===== src/rtl/input_channel.sv =====
// Wormhole mesh switch input channel: flit FIFO, XY routing of head flits, per-packet request hold.
// Defining IC_PROTO_ERR_CNT_EN adds err_cnt_o, a saturating count of dropped malformed flits.
module input_channel #(
  parameter int DATA_W         = 10,
  parameter int OUT_N          = 5,
  parameter int BUFFER_DEPTH_W = 2,
  parameter int X_W            = 2,
  parameter int Y_W            = 2,
  parameter int COL_CORD       = 0,
  parameter int ROW_CORD       = 0
`ifdef IC_PROTO_ERR_CNT_EN
  , parameter int ERR_CNT_W    = 8
`endif
) (
  input  logic              clk_i,
  input  logic              rst_ni,
  input  logic [DATA_W-1:0] data_i,
  input  logic              vld_i,
  output logic              rdy_o,
  output logic [OUT_N-1:0]  req_o,
  input  logic [OUT_N-1:0]  grant_i,
  input  logic [OUT_N-1:0]  oc_rdy_i,
  output logic              data_vld_o,
  output logic              flit_id_is_tail_o,
  output logic [DATA_W-1:0] data_o,
  output logic              state_o
`ifdef IC_PROTO_ERR_CNT_EN
  , output logic [ERR_CNT_W-1:0] err_cnt_o
`endif
);

  localparam int DEPTH = 2 ** BUFFER_DEPTH_W;
  localparam logic [BUFFER_DEPTH_W:0] DEPTH_CNT = (BUFFER_DEPTH_W + 1)'(DEPTH);

  localparam logic [1:0] ID_HEAD   = 2'b10;
  localparam logic [1:0] ID_TAIL   = 2'b01;
  localparam logic [1:0] ID_SINGLE = 2'b11;

  localparam int IDX_L = 0;
  localparam int IDX_N = 1;
  localparam int IDX_E = 2;
  localparam int IDX_S = 3;
  localparam int IDX_W = 4;

  localparam logic [X_W-1:0] COL = X_W'(COL_CORD);
  localparam logic [Y_W-1:0] ROW = Y_W'(ROW_CORD);

  typedef enum logic {
    IDLE   = 1'b0,
    ACTIVE = 1'b1
  } state_t;

  state_t state_q, state_d;

  logic [DATA_W-1:0]         mem_q [DEPTH];
  logic [BUFFER_DEPTH_W-1:0] wr_ptr_q, rd_ptr_q;
  logic [BUFFER_DEPTH_W:0]   count_q;
  logic                      full, empty, push, pop;

  logic [DATA_W-1:0] head_flit;
  logic [1:0]        head_id;
  logic              head_starts_pkt, head_ends_pkt, xfer;
  logic [X_W-1:0]    dest_x;
  logic [Y_W-1:0]    dest_y;
  logic [OUT_N-1:0]  route_q, route_d, xy_oh;

  // Handshakes: upstream push = vld_i & rdy_o, rdy_o depends on occupancy only;
  // downstream transfer = data_vld_o & grant_i[route] & oc_rdy_i[route], all sampled at posedge.
  assign full  = (count_q == DEPTH_CNT);
  assign empty = (count_q == '0);
  assign rdy_o = !full;
  assign push  = vld_i & rdy_o;

  always_ff @(posedge clk_i) begin
    if (!rst_ni) begin
      wr_ptr_q <= '0;
      rd_ptr_q <= '0;
      count_q  <= '0;
    end else begin
      if (push) wr_ptr_q <= wr_ptr_q + 1'b1;
      if (pop)  rd_ptr_q <= rd_ptr_q + 1'b1;
      if (push && !pop)      count_q <= count_q + 1'b1;
      else if (!push && pop) count_q <= count_q - 1'b1;
    end
  end

  // Flit storage carries no control meaning, so it is left out of reset.
  always_ff @(posedge clk_i) begin
    if (push) mem_q[wr_ptr_q] <= data_i;
  end

  assign head_flit       = mem_q[rd_ptr_q];
  assign head_id         = head_flit[DATA_W-1 -: 2];
  assign head_starts_pkt = (head_id == ID_HEAD) || (head_id == ID_SINGLE);
  assign head_ends_pkt   = (head_id == ID_TAIL) || (head_id == ID_SINGLE);
  assign dest_x          = head_flit[X_W-1:0];
  assign dest_y          = head_flit[X_W+Y_W-1:X_W];

  // Dimension-ordered routing: resolve the column first, then the row.
  always_comb begin
    xy_oh = '0;
    if (dest_x > COL)      xy_oh[IDX_E] = 1'b1;
    else if (dest_x < COL) xy_oh[IDX_W] = 1'b1;
    else if (dest_y > ROW) xy_oh[IDX_S] = 1'b1;
    else if (dest_y < ROW) xy_oh[IDX_N] = 1'b1;
    else                   xy_oh[IDX_L] = 1'b1;
  end

  assign xfer = (state_q == ACTIVE) && !empty && |(route_q & grant_i & oc_rdy_i);

  always_ff @(posedge clk_i) begin
    if (!rst_ni) begin
      state_q <= IDLE;
      route_q <= '0;
    end else begin
      state_q <= state_d;
      route_q <= route_d;
    end
  end

  // The head flit stays buffered when IDLE accepts it; it leaves as the first transfer in ACTIVE,
  // so any later HEAD id inside the packet is simply forwarded like a body flit.
  always_comb begin
    state_d = state_q;
    route_d = route_q;
    pop     = 1'b0;
    case (state_q)
      IDLE: begin
        if (!empty) begin
          if (head_starts_pkt) begin
            route_d = xy_oh;
            state_d = ACTIVE;
          end else begin
            pop = 1'b1;
          end
        end
      end
      ACTIVE: begin
        if (xfer) begin
          pop = 1'b1;
          if (head_ends_pkt) state_d = IDLE;
        end
      end
      default: state_d = IDLE;
    endcase
  end

  assign req_o             = (state_q == ACTIVE) ? route_q : '0;
  assign data_vld_o        = (state_q == ACTIVE) && !empty;
  assign flit_id_is_tail_o = head_ends_pkt;
  assign data_o            = head_flit;
  assign state_o           = state_q;

`ifdef IC_PROTO_ERR_CNT_EN
  logic                 malformed;
  logic [ERR_CNT_W-1:0] err_cnt_q;

  assign malformed = (state_q == IDLE) && !empty && !head_starts_pkt;

  always_ff @(posedge clk_i) begin
    if (!rst_ni)                              err_cnt_q <= '0;
    else if (malformed && (err_cnt_q != '1))  err_cnt_q <= err_cnt_q + 1'b1;
  end

  assign err_cnt_o = err_cnt_q;
`endif

  a_req_onehot: assert property (@(posedge clk_i) disable iff (!rst_ni) $onehot0(req_o));
  a_pop_not_empty: assert property (@(posedge clk_i) disable iff (!rst_ni) pop |-> !empty);
  a_req_held: assert property (@(posedge clk_i) disable iff (!rst_ni)
    (state_q == ACTIVE && state_d == ACTIVE) |=> $stable(req_o));

endmodule


===== config.mk =====
export PLATFORM = sky130hd
export DESIGN_NAME = input_channel
export DESIGN_NICKNAME = d
export VERILOG_FILES = /design/src/rtl/input_channel.sv
export SDC_FILE = /design/constraint.sdc
export NUM_CORES = 1
export LEC_CHECK = 0
export ABC_AREA = 1
export BUFFER_PORTS_ARGS = -buffer_cell sky130_fd_sc_hd__clkbuf_2
export CAP_MARGIN = 20
export CELL_PAD_IN_SITES_DETAIL_PLACEMENT = 1
export CELL_PAD_IN_SITES_GLOBAL_PLACEMENT = 1
export CORE_MARGIN = 2
export CORE_UTILIZATION = 42
export DETAILED_ROUTE_END_ITERATION = 6
export PLACE_DENSITY_LB_ADDON = 0.1
export SLEW_MARGIN = 5
export SYNTH_ARGS = -nofsm -noshare
export SYNTH_HDL_FRONTEND = slang
export SYNTH_SLANG_ARGS = --single-unit

===== constraint.sdc =====
create_clock -name clk_i -period 2.55 [get_ports clk_i]
set_input_delay 0.1275 -clock clk_i [delete_from_list [all_inputs] [get_ports clk_i]]
set_output_delay 0.1275 -clock clk_i [all_outputs]
set_load 0.03 [all_outputs]

Yosys cells after proc, flatten, opt, wreduce, memory -nomap -nowiden. Memory sizes are Yosys's and may differ from the RTL's. A register that Yosys moved wholly into a read port is not among the register bits. Index checks and enable logic that the tools add are counted.

Output and inout bits: 19. Logic and storage cells: 63. Bits in writable memories: 40. Input port bits: 23. Register bits: 13. Memories: 1.

Memory list: mem_q (words 4, width 10, read ports 1, clocked after Yosys merged registers in 1, wr ports 1, RTL line 55) `logic [DATA_W-1:0] mem_q [DEPTH];`.

Equality and inequality tests: 4. Reduce and logical (&&, ||, !) cells: 14. Add/sub/neg operators: 4. Order comparisons: 4. Mux-type cells: 26. Bitwise operators: 5.

Operators by type and width (number): $mux 1 (15); $mux 2 (6); $and 5x5->5 (2); $mux 3 (2); $mux 5 (1); $reduce_or 5->1 (1); $add 2x1->2 const B (2); $eq 2x2->1 const B (2); $gt 2x1->1 const B (2); $logic_and 1x1->1 (4); $logic_not 1->1 (4); $lt 2x1->1 const B (2); $pmux 1 s2 (2); $add 3x1->3 const B (1); $eq 3x3->1 const B (1); $logic_not 3->1 (1); $reduce_and 3->1 (1); $sub 3x1->3 const B (1); $eq 2x1->1 const B (1); $logic_or 1x1->1 (2); $not 1->1 (2); $reduce_bool 2->1 (1); $and 1x1->1 (1).

Depth between registers and ports, before layout. Gate-level depths: netlist of run 1.

Depth in word-level cells: 9. Depth in mapped cells: 15. Mapped depth without buffers: 14.

Worst setup path after synthesis of run 1. No wires, ideal clock.

Kind: reg2reg. From: reg state_q, in the netlist state_o. To: reg count_q[1]. Arrival: 2.361 ns. Clock period less this slack: 2.477 ns. Data required time: 2.434 ns. Cell stages (with the launch flop): 10. Buffers on the path: 0. Path slack: 0.073 ns. Setup time: 0.116 ns. Cells stage by stage: dfxtp_1 > a21boi_1 > nand2_1 > nand2_1 > inv_2 > ha_1 > inv_1 > fa_1 > o21ai_0 > nor2_1.

Longest elaborated chain between the ends: 7. Elaborated cells between the ends (all ways): 10. Those cells by class: mux (3); bitwise (1); reduce/logical (6).

Ends and longest elaborated chain: from (decl) (RTL line 53) `state_t state_q, state_d;`; from (signal assigned) (RTL line 116) `state_q <= state_d;`; $logic_and 1x1->1 *; via data_vld_o (RTL line 23) `output logic data_vld_o,`; $logic_and 1x1->1 * (RTL line 109) `assign xfer = (state_q == ACTIVE) && !empty && |(route_q & grant_i & oc_rdy_i);`; $mux 1 * (RTL line 139) `if (xfer) begin`; $pmux 1 s2 * (RTL line 127) `case (state_q)`; $logic_not 1->1 (RTL line 82) `if (push && !pop) count_q <= count_q + 1'b1;`; $logic_and 1x1->1 (RTL line 82); $mux 3 / $reduce_bool 2->1 (equally long branches); to (signal assigned) (RTL line 82); to (signal assigned) (RTL line 83) `else if (!push && pop) count_q <= count_q - 1'b1;`; to (decl) (RTL line 57) `logic [BUFFER_DEPTH_W:0] count_q;`.

Mark *: on every way through the listed nets, which the timed path passes. The rest lies on a longest branch. A chain may end at the register's enable or synchronous reset.

==> metrics.md, run 1 <==
| Metric | Value |
|---|---|
| Clock sink count | 53 |
| Routed met1 length | between 1.5 and 2 mm |
| Total Nets Final | 280 |
| H-tree Lvls | 2 |
| Finished Layout Cells | 322 |
| Setup Buffers After CTS | 0 |
| Hold crit path type | in -> reg |
| Final TNS setup | 0 ns |
| Root Buffer | clkbuf_8 |
| Top Layer Used | met4 |
| Slowest-stage cell, CP | dfxtp_2 |
| Commonest non-fill, non-tap cell in the layout | nand2_1 |
| Final setup margin | approximately 0.36 ns |
| CP Data Arrival Time | between 2 and 2.5 ns |
| Critical path startpoint category | flop |
| Crit path top cell by count | nand2_1 |
| Vias per Instance | 4.73 |
| Synth top area share | 53.7% |
| Yosys warnings | 0 |
| Hold endpoint | mem_q[2][6] |
| Hold Buf Count CTS | 0 |
| Synth area leaders | edfxtp_1 (54%), dfxtp_1 (12%), nand2_1 (7.2%) |
| CP top delay family | adder cells |
| Xor and xnor area share after synthesis | 0.391% |
| Unrepaired setup endpoints after global routing | no |
| Max frequency | approximately 0.46 GHz |
| Worst R2R Path Depth | 14 |
| Slew Viols, Final | 0 |
| Residual DRC | 0 |
| Skew-Pair Late Insertion Delay | 0.30 ns |
| Critical path required time | 2.74 ns |
| Drt first pass iters | 4 |
| HP Start | data_i[6] |
| GR Util All Layers | about 16% |
| Clock Skews | roughly 0.004 ns |
| Reg2Reg Setup Slack | roughly 0.36 ns |
| Place WS | approximately 0.24 ns |
| Worst r2r dst | count_q[2] |
| DR iter-0 viols | 60 |
| Rows | 26 |
| Routed Antenna Nets | 0 |
| VDD IR max | about 0.0005 V |
| Setup violations, final | 0 |
| I/O Buffers | 35 |
| First-pass GRT wire length | 7.21 mm |
| Largest net degree at the start of global routing | 18 |
| Syn Area/Cell | ~11 sq um |
| Area grow syn2layout | 16.3% |
| Max cap viols | 0 |
| Buf+Inv Stages, Crit Path | 3 |
| DIE WIDTH | a little under 80 microns |
| Seq cells post-synth | 53 |
| Synth Area in Adders | between 3 and 4% |
| Mapped Cells | 209 |
| DP Cell Count | 314 |
| Setup CP Type | reg -> reg |
| Hold slack | between 0.03 and 0.04 ns |
| Gp weighted congestion | about 0.70 |
| GRT overflow | 0 |
| Starting Density | 43.5% |
| Final Hold Fails | 0 |
| I/O pins | between 40 and 50 |
| Initial antenna violation count | 0 |
| Metal3 WL | 139 microns |
| Final critical-path required period | ~2.2 ns |
| Clock buffer count from CTS | 5 |
| Vias | around 1500 |
| Critical path fanouts, max | 10 |
| Most frequent cells in the layout | nand2_1 (43), edfxtp_1 (40), clkbuf_2 (35) |
| Routed wire length | approximately 4.4 mm |
| Clock slew at reported path FFs | ~0.090 ns |
| DR WL met2 | roughly 2.2 mm |
| Clock Path Buffers | 2 |
| CP Capture Type | flop |
| Layout cells sized above 1 | between 20% and 30% |
| Leakage power | about 1.1 nW |
| Status | completed |
| Overall power | about 2.8 mW |
| Die Footprint | 5930 sq um |
| Mux share of post-synthesis cell area | 0% |
| DR WL/cell | 13.7 microns |
| Fin crit share | between 80% and 90% |
| ANT cells | 0 |
| Crit path cell chain | inv_4, nand2_1, nand3_2, nand2_1, nand2_1, nand2_1, inv_2, ha_1, inv_1, fa_1, a21oi_1, o21ai_0, o21ai_0, a21oi_1 |
| Sequential fraction of the synthesis area | between 60% and 70% |
| Vias in the first global route | 1531 |
| Fillers | 631 |
| Yosys cell types | 23 |
| Die height | 77.0 microns |
| CORE AREA | just over 5000 sq um |
| Power per standard cell area | 1080 nW/um^2 |
| CTS tree | built |
| Hpwl dp | 3.13 mm |
| Min-Delay Path Depth | 1 |
| Cell taking the most area after synthesis | edfxtp_1 |
| Slowest cell delay on critical path | 0.40 ns |
| Simple-gate share of the synthesized area | ~16% |
| Largest family of logic cells by synthesized area | simple AND/OR/NAND/NOR gates |
| Mapped Area | approximately 2200 sq um |
| Compound-Gate Fraction of Synth Area | between 7 and 8% |
==> worst register-to-register path: stages, from the launching register on <==
cell and delay [ns]:
dfxtp_2 0.40, inv_4 0.14, nand2_1 0.07, nand3_2 0.08, nand2_1 0.07, nand2_1 0.08, nand2_1 0.10, inv_2 0.08
ha_1 0.13, inv_1 0.06, fa_1 0.38, a21oi_1 0.15, o21ai_0 0.11, o21ai_0 0.17, a21oi_1 0.06
==> timing repair <==
item | 4_1_cts | 5_1_grt
resized for setup | 0 | 3
endpoints found under the hold margin | 0 | 0
endpoints found under the setup margin | 0 | 2
==> how the worst max path moves through the flow <==
stage | to | start | cells past startpoint
4_1_cts | count_q[2] | flop | 14
2_1_floorplan | count_q[1] | state_o | 9
3_5_place_dp | count_q[2] | flop | 14
3_3_place_gp | count_q[1] | flop | 12
5_1_grt | count_q[2] | flop | 14
6_report | count_q[2] | flop | 14
==> cell families after synthesis <==
| family | Yosys count |
|---|---|
| xor+xnor | 1 |
| compound gates | 32 |
| other cells | 1 |
| fa+ha+maj | 6 |
| simple gates | 83 |
| buf+inv | 33 |
| flops | 53 |
==> cell usage after synthesis <==
library cell	instances
a21boi_1	1
a21oi_1	11
buf_2	2
buf_4	5
buf_6	1
conb_1	1
dfxtp_1	13
edfxtp_1	40
fa_1	1
ha_1	5
inv_1	22
inv_2	3
nand2_1	43
nand2_2	2
nand3_1	15
nand3_2	3
nor2_1	17
nor2_2	2
nor3_1	1
o21ai_0	14
o21ai_1	2
o22ai_1	4
xor2_1	1
==> where the power goes <==
part | total [mW] | switching [mW] | internal, mW
registers | 1.17 | 0.103 | 1.07
clock network | 0.494 | 0.270 | 0.224
logic | 1.14 | 0.803 | 0.341
total | 2.81 | 1.18 | 1.63
==> per-layer routing <==
metal / global-route usage (%) / up-vias
met5: 0 / -
met4: 5.36 / 0
met3: 3.88 / 4
met2: 28.0 / 23
met1: 19.5 / 720
li1: - / 775
==> through the flow <==
step                      area [sq um]  utilization, %
after global placement            2500            48.6
after floorplan                   2240               -
final                             2600            50.6
after CTS                         2600            50.5
after detailed placement          2500            48.6
after global routing              2600            50.6
==> cell type report <==
type / count / area [sq um] / area share, %
Tap cell: 70 / 87.6 / 3.37
Clock inverter: 2 / 16.3 / 0.625
Multi-Input combinational cell: 124 / 627 / 24.1
Clock buffer: 6 / 82.6 / 3.17
Timing Repair Buffer: 42 / 228 / 8.75
Inverter: 25 / 96.3 / 3.70
Sequential cell: 53 / 1460 / 56.3
==> sequential cells by signal (all words and copies together) (netlist names), named ones only <==
| signal | cells |
|---|---|
| mem_q | 40 |
| count_q | 3 |
| route_q | 3 |
| rd_ptr_q | 2 |
| wr_ptr_q | 2 |
| state_o | 1 |
Power figures use the tool's default switching activity.
==> run 2: changes to the inputs <==
--- a/config.mk
+++ b/config.mk
@@ -13,7 +13,8 @@
 export CORE_MARGIN = 2
 export CORE_UTILIZATION = 42
 export DETAILED_ROUTE_END_ITERATION = 6
-export PLACE_DENSITY_LB_ADDON = 0.1
+export HOLD_SLACK_MARGIN = 0.06
+export PLACE_DENSITY_LB_ADDON = 0.2
 export SLEW_MARGIN = 5
 export SYNTH_ARGS = -nofsm -noshare
 export SYNTH_HDL_FRONTEND = slang
==> run 2 against run 1 <==
Compared with the run above:
- utilization increased by 2.1 points
- highest routed layer unchanged
- critical path depth decreased by 1
- flip-flop and latch count unchanged
- largest power group unchanged
- clock skew increased by 0.0023 ns
- critical path type unchanged
- sequential share of layout area decreased by 2.3 points
==> metrics.md, run 2 (same netlist as run 1, synthesis figures left out) <==
| Metric | Value |
|---|---|
| Status | completed |
| Critical path startpoint category | flop |
| Unrepaired setup endpoints after global routing | no |
| Drt first pass iters | 4 |
| First-pass GRT wire length | about 8.0 mm |
| Commonest non-fill, non-tap cell in the layout | nand2_1 |
| GR Util All Layers | 17.6% |
| Min-Delay Path Depth | 3 |
| Final critical-path required period | between 2 and 2.5 ns |
| CP Capture Type | flop |
| Slew Viols, Final | 0 |
| Clock Path Buffers | 2 |
| CTS tree | built |
| Routed Antenna Nets | 0 |
| Area grow syn2layout | 21.1% |
| Skew-Pair Late Insertion Delay | roughly 0.30 ns |
| Hold slack | between 0.1 and 0.15 ns |
| Largest net degree at the start of global routing | 17 |
| Clock Skews | between 0.006 and 0.007 ns |
| Worst R2R Path Depth | 13 |
| Critical path fanouts, max | 10 |
| I/O pins | 42 |
| Final Hold Fails | 0 |
| DIE WIDTH | approximately 77 microns |
| Switching Share | between 40% and 50% |
| GRT overflow | 0 |
| Hpwl dp | about 3.3 mm |
| Power per standard cell area | ~1100 nW/um^2 |
| Largest register FFs | 40 |
| Leakage power | around 1.2 nW |
| Pint | ~1.7 mW |
| Register area | 1460 sq um |
| DR iter-0 viols | 37 |
| DR WL/cell | 14.3 microns |
| Max frequency | 0.444 GHz |
| NetSw | ~1.2 mW |
| H-tree Lvls | 2 |
| Gp weighted congestion | slightly below 0.7 |
| Crit path top cell by count | nand2_1 |
| Clock slew at reported path FFs | ~0.090 ns |
| Slowest-stage cell, CP | dfxtp_1 |
| Sequential power share | between 40% and 50% |
| Top flop regs | mem_q x40, count_q x3, route_q x3 |
| Layout cells sized above 1 | a little under a quarter |
| Setup violations, final | 0 |
| Clock sink count | 53 |
| Crit path cell chain | inv_2, nand3_2, nand2_1, nand2_1, nand2_1, inv_2, ha_1, inv_1, fa_1, a21oi_1, o21ai_0, o21ai_0, a21oi_1 |
| VDD IR max | approximately 0.00048 V |
| Starting Density | 43.5% |
| Clock buffer count from CTS | 5 |
| Vias | 1579 |
| Die Footprint | about 6000 sq um |
| Initial antenna violation count | 0 |
| Fillers | roughly 620 |
| Slowest cell delay on critical path | 0.44 ns |
| Routed wire length | 4.75 mm |
| Hold crit path type | in -> reg |
| Critical path required time | ~2.7 ns |
| CORE AREA | slightly above 5000 sq um |
| Setup CP Type | reg -> reg |
| Rows | 26 |
| CP Data Arrival Time | around 2.4 ns |
| Max cap viols | 0 |
| Die height | about 77 microns |
| Clock network fraction of design power | 18.9% |
| Most frequent cells in the layout | nand2_1 (43), edfxtp_1 (40), clkbuf_2 (35) |
| Residual DRC | 0 |
| Final TNS setup | 0 ns |
| ANT cells | 0 |
| Vias per Instance | roughly 4.8 |
| Combinational share of power | just over 40% |
| Root Buffer | clkbuf_8 |
| Multi-input gate area | 627 sq um |
| Setup Buffers After CTS | 0 |
| I/O Buffers | 35 |
| Total Nets Final | 290 |
| Fin crit share | 88.4% |
| Top reg by flops | mem_q |
| Vias in the first global route | 1662 |
==> run 2: cell count changes in the layout (fill, tap and decap cells not counted) <==
cell           before  now
dfxtp_2             2    1
clkbuf_8            6    5
bufinv_16           0    1
clkinv_2            0    1
dlygate4sd3_1       0   10
dfxtp_1            11   12
inv_6               1    0
clkinvlp_4          1    0
clkbuf_1            0    1
==> run 2: power by group through the flow <==
stage          combinational (mW)  sequential (mW)  clock, mW
2_1_floorplan               0.869             1.16          0
3_3_place_gp                 1.13             1.18          0
3_5_place_dp                 1.16             1.19          0
4_1_cts                      1.19             1.17      0.558
5_1_grt                      1.31             1.19      0.594
6_report                     1.17             1.17      0.545
==> run 2: critical path: cells and delay by family, from the launching register on <==
family,cells,cell delay (ns)
AO/OA/AOI/OAI,4,0.51
adder cells (fa/ha/maj),2,0.52
buffers and inverters,3,0.30
flip-flops,1,0.44
AND/OR/NAND/NOR,4,0.38
==> run 2: per-stage QoR <==
step | worst slack [ns] | power (mW) | area [sq um] | utilization [%] | instances
6_report | 0.297 | 2.89 | 2710 | 52.7 | 332
5_1_grt | 0.0432 | 3.09 | 2710 | 52.7 | 332
4_1_cts | 0.133 | 2.91 | 2700 | 52.4 | 331
3_5_place_dp | 0.175 | 2.35 | 2500 | 48.6 | 314
3_3_place_gp | 0.245 | 2.31 | 2500 | 48.6 | 314
2_1_floorplan | 0.0731 | 2.02 | 2240 | - | 210
==> run 2: worst paths after layout <==
check | start | endpoint | slack (ns)
max reg2reg | flop | count_q[2] | 0.30
max | flop | count_q[2] | 0.30
min reg2reg | route_q[0] | route_q[0] | 0.49
min | rst_ni | wr_ptr_q[1] | 0.15
==> run 2: repair_timing <==
item,in CTS,in global routing
gates resized for setup,0,2
endpoints found under the hold margin,35,4
setup endpoints to repair,0,2
hold buffers,9,1
==> run 2: layer usage <==
| layer | vias up | global-route usage [%] | wire [microns] |
|---|---|---|---|
| met5 | - | 0 | 0 |
| met4 | 0 | 4.82 | 61 |
| met3 | 6 | 3.53 | 108 |
| met2 | 19 | 32.5 | 2570 |
| met1 | 758 | 20.8 | 2010 |
| li1 | 796 | - | - |
==> run 2: layout make-up <==
type	count	share of cell area, %
Clock buffer	6	2.68
Clock inverter	2	1.29
Inverter	25	3.56
Multi-Input combinational cell	124	23.1
Sequential cell	53	54.0
Tap cell	70	3.23
Timing Repair Buffer	52	12.1
